## src/rtl/alu_if.sv

```systemverilog
// alu_if: operand/opcode bus into the ALU and its three registered result lanes.
interface alu_if;
   logic [31:0] op1;
   logic [31:0] op2;
   logic [2:0]  funct3;
   logic        funct7;
   logic [31:0] adder_rsv;
   logic [31:0] shifter_rsv;
   logic [31:0] comparator_rsv;
   modport master (output op1, op2, funct3, funct7, input adder_rsv, shifter_rsv, comparator_rsv);
   modport slave  (input op1, op2, funct3, funct7, output adder_rsv, shifter_rsv, comparator_rsv);
endinterface

```

## src/rtl/alu.sv

```systemverilog
// alu: RV32 integer ALU, one registered result per unit, only the funct3-selected unit nonzero.
module alu (
   input  logic  clk,
   input  logic  rst,
   alu_if.slave  bus_i
);
   logic [31:0] adder_d, adder_q, shifter_d, shifter_q, cmp_d, cmp_q;
   logic [4:0]  shamt;
   logic        lt_s, lt_u;
   always_comb begin
      shamt     = bus_i.op2[4:0];
      lt_s      = $signed(bus_i.op1) < $signed(bus_i.op2);
      lt_u      = bus_i.op1 < bus_i.op2;
      adder_d   = bus_i.funct3 == 3'b000 ? (bus_i.funct7 ? bus_i.op1 - bus_i.op2 : bus_i.op1 + bus_i.op2) :
                  bus_i.funct3 == 3'b100 ? bus_i.op1 ^ bus_i.op2 :
                  bus_i.funct3 == 3'b110 ? bus_i.op1 | bus_i.op2 :
                  bus_i.funct3 == 3'b111 ? bus_i.op1 & bus_i.op2 : 32'd0;
      shifter_d = bus_i.funct3 == 3'b001 ? bus_i.op1 << shamt :
                  bus_i.funct3 == 3'b101 ? (bus_i.funct7 ? $unsigned($signed(bus_i.op1) >>> shamt) : bus_i.op1 >> shamt) :
                  32'd0;
      cmp_d     = {31'd0, bus_i.funct3 == 3'b010 ? lt_s : bus_i.funct3 == 3'b011 ? lt_u : 1'b0};
   end
   always_ff @(posedge clk or posedge rst) begin
      if (rst) begin
         adder_q   <= '0;
         shifter_q <= '0;
         cmp_q     <= '0;
      end else begin
         adder_q   <= adder_d;
         shifter_q <= shifter_d;
         cmp_q     <= cmp_d;
      end
   end
   assign bus_i.adder_rsv      = adder_q;
   assign bus_i.shifter_rsv    = shifter_q;
   assign bus_i.comparator_rsv = cmp_q;
endmodule

```

## src/flat_wrapper.sv

```systemverilog
// flat-port wrapper written by rule: the top's interface ports become plain ports
module alu_flat 
  (clk, rst, bus_i_op1, bus_i_op2, bus_i_funct3, bus_i_funct7, bus_i_adder_rsv, bus_i_shifter_rsv, bus_i_comparator_rsv);
  alu_if bus_i_i ();
  input  logic clk;
  input  logic rst;
  input wire logic [$bits(bus_i_i.op1)-1:0] bus_i_op1;
  input wire logic [$bits(bus_i_i.op2)-1:0] bus_i_op2;
  input wire logic [$bits(bus_i_i.funct3)-1:0] bus_i_funct3;
  input wire logic [$bits(bus_i_i.funct7)-1:0] bus_i_funct7;
  output wire logic [$bits(bus_i_i.adder_rsv)-1:0] bus_i_adder_rsv;
  output wire logic [$bits(bus_i_i.shifter_rsv)-1:0] bus_i_shifter_rsv;
  output wire logic [$bits(bus_i_i.comparator_rsv)-1:0] bus_i_comparator_rsv;
  assign bus_i_i.op1 = bus_i_op1;
  assign bus_i_i.op2 = bus_i_op2;
  assign bus_i_i.funct3 = bus_i_funct3;
  assign bus_i_i.funct7 = bus_i_funct7;
  assign bus_i_adder_rsv = bus_i_i.adder_rsv;
  assign bus_i_shifter_rsv = bus_i_i.shifter_rsv;
  assign bus_i_comparator_rsv = bus_i_i.comparator_rsv;
  alu u_core (.clk(clk), .rst(rst), .bus_i(bus_i_i));
endmodule
```

## config.mk

```make
export PLATFORM = sky130hd
export DESIGN_NAME = alu_flat
export DESIGN_NICKNAME = d
export VERILOG_FILES = /design/src/rtl/alu_if.sv /design/src/rtl/alu.sv /design/src/flat_wrapper.sv
export SDC_FILE = /design/constraint.sdc
export NUM_CORES = 1
export LEC_CHECK = 0
export BUFFER_PORTS_ARGS = -buffer_cell sky130_fd_sc_hd__buf_2
export CORE_MARGIN = 5
export CORE_UTILIZATION = 41
export DETAILED_ROUTE_END_ITERATION = 10
export PLACE_DENSITY = 0.66
export SLEW_MARGIN = 25
export SYNTH_ARGS = -nofsm -noshare
export SYNTH_HDL_FRONTEND = slang
export SYNTH_SLANG_ARGS = --single-unit
```

## constraint.sdc

```tcl
create_clock -name clk -period 2.82 [get_ports clk]
set_input_delay 0.564 -clock clk [delete_from_list [all_inputs] [get_ports clk]]
set_output_delay 0.564 -clock clk [all_outputs]
set_load 0.02 [all_outputs]
```

==> flow_summary.toml <==
[clock_tree]
clk_pin_slew_ns = 0.06
cts-htree-levels = 3
cts_root_buf = "clkbuf_16"
postCtsHoldBufs = 0
cts_buffers = 9
cts_buffer_depth = 2
cts_tree = "built"
cts_sinks = 65

[sta]
maxSlewHeadroom_pct = 46.3
finalCriticalPeriod_ns = 2.79
finalWorstSetupSlack_ns = 0.0315
finalSetupTns_ns = 0
fmax_mhz = 359
slew_violations = 0
final_hold_viol_count = 0
fin_crit_sh_pct = 98.9
rsz0062_at_grt = "yes"
finalSetupViolations = 0
worst_pin_slew_ns = 0.803

[logic_synthesis]
synthArstFlopShare_pct = 100
ys_seq_area_share_pct = 15.2
synthFlopType = "dfrtp_1"
synth-edff-count = 0
synth_cell_types = 77
netlist_instances = 1422
syn-cell-area_sq_um = 10700
netlist_top_cells_count = "158 x nor2_1, 139 x o21ai_0, 124 x nand2_1, 110 x a21oi_1, 98 x inv_1"
synth_most_common_cell = "nor2_1"
ys_ff_latch = 65
syn_avg_cell_area_sq_um = 7.51
yosys_warnings = 0
synth_area_leaders = "dfrtp_1 15%, ha_1 11%, mux4_2 9.9%"
yosys.area.top_type = "dfrtp_1"
synth_top_area_share_pct = 15.2

[route]
drc = 0
drt_first_pass_iters = 6
avgRoutedWirePerCell_um = 20.9
viasPerCell = 6.04
wl_mm = 44.6
vias = 12900
final_antenna_net_count = 0
drt-initial-drc-count = 1537

[placement]
dp_slack_ns = -0.463
dp_hpwl_mm = 34.2
io_buffers = 134
globalplace.congestion = 0.973

[cells_and_area]
area_growth_pct = 36.7
n_antenna_cell = 0
multi_input_area_sq_um = 8490
nets = 1961
nFillCells = 2440
register_area_sq_um = 1630
drive_gt1_share_pct = 34.2

[critical_path]
start_kind = "input port"
cp_data_arrival_time_ns = 3.07
crit_path_end_kind = "flip-flop"
required_ns = 3.10
critical_path_class = "input port to flip-flop"
worst-path-max-fanout = 5

[floorplan]
ios = 166
core_area_sq_um = 25800
fp.dieW_um = 171
row_count = 59
design.die.area_sq_um = 29400
dieHeight_um = 171
initial_core_util_pct = 41.4

[grt]
overflow = 0
grtUsageTotal_pct = 29.1
grt_pass1_wl_mm = 67.2
antenna_found_initial = 0
first_global_vias = 12100
grt_max_degree = 61

[worst_hold_path]
hp-class = "input port to async pin"

[power_and_ir_drop]
power.density_nw_per_um2 = 355
p_leak_nw = 6.98
peakVddDrop_mv = 0.219

[flow_run]
cap_viol_max_count = 0

[run_status]
outcome = "complete, no violations"
## power by group
group | internal, mW | total (mW) | switching, mW
Sequential | 1.00 | 1.02 | 0.0232
Clock | 0.896 | 1.44 | 0.540
Combinational | 1.18 | 2.73 | 1.55
## through the flow
step	std cells	hold WS, ns	power [mW]	area, sq um	util [%]
after floorplan	1452	0.836	2.54	11000	-
after global placement	2093	0.706	3.56	13700	53.1
after detailed placement	2093	0.713	3.58	13700	53.1
after CTS	2111	0.339	5.04	14100	54.6
after global routing	2132	0.365	5.44	14600	56.5
final	2132	0.312	5.19	14600	56.5
## state kept, by name, summed over array words and instances, names as in the netlist
name and flops:
u_core.bus_i.comparator_rsv 1, u_core.bus_i.shifter_rsv 32, u_core.bus_i.adder_rsv 32
## logic make-up (layout without fill, tap and decap cells)
family                     after synthesis  count (layout)  share of synthesized area (%)
xor gates and xnor gates                16              16                           1.31
DFF                                     65              65                           15.2
and+or+nand+nor                        410             410                           17.1
buffers and inverters                  242             587                           9.88
AOI/OAI and AO/OA                      474             474                           28.3
adders and majority gates               99              99                           11.7
other                                    1              31                         0.0351
muxes                                  115             115                           16.4
## cell type report
class / instances / area share, %
inverter: 102 / 2.88
multi-input combinational: 1145 / 58.2
sequential: 65 / 11.1
timing repair buffer: 469 / 22.5
tap: 335 / 2.87
clock buffer: 10 / 1.64
clock inverter: 6 / 0.771
## cell usage in the layout, fill, tap and decap left out, types with 32 or more instances in the layout
cell type and n:
a21oi_1 103, buf_4 330, inv_1 89, nor2_1 157, o21ai_0 134, mux2i_1 56
nand2_1 124, mux4_2 47, buf_2 124, ha_1 83, dfrtp_1 65, o22ai_1 32
## what timing repair did
item	4_1_cts	5_1_grt
cloned	0	0
buffers inserted	2	21
pin swaps	4	27
setup endpoints to repair	8	18
resized for setup	7	78
## worst max-delay path, cell delays in order
cell        delay (ns)
buf_6             0.09
clkinvlp_4        0.11
ha_4              0.27
or3_4             0.39
o211ai_4          0.29
a31oi_2           0.20
or4b_1            0.57
and2_1            0.21
a211oi_1          0.21
a311o_1           0.16
## routing by layer
metal  track usage [%]  wire (um)
met2              47.7      21200
met1              38.7      18000
met3              4.53       3870
met4              10.7       1490
met5                 0          0
## path summary, 6_finish.rpt
path                                from                            to  slack, ns
max                         bus_i_op2[4]    u_core.bus_i.adder_rsv[23]       0.03
min                                  rst     u_core.bus_i.adder_rsv[9]       0.31
max in group asynchronous            rst  u_core.bus_i.shifter_rsv[22]       1.85
min in group clk           bus_i_op1[31]  u_core.bus_i.shifter_rsv[15]       0.65
(Power assumes the default switching activity.)
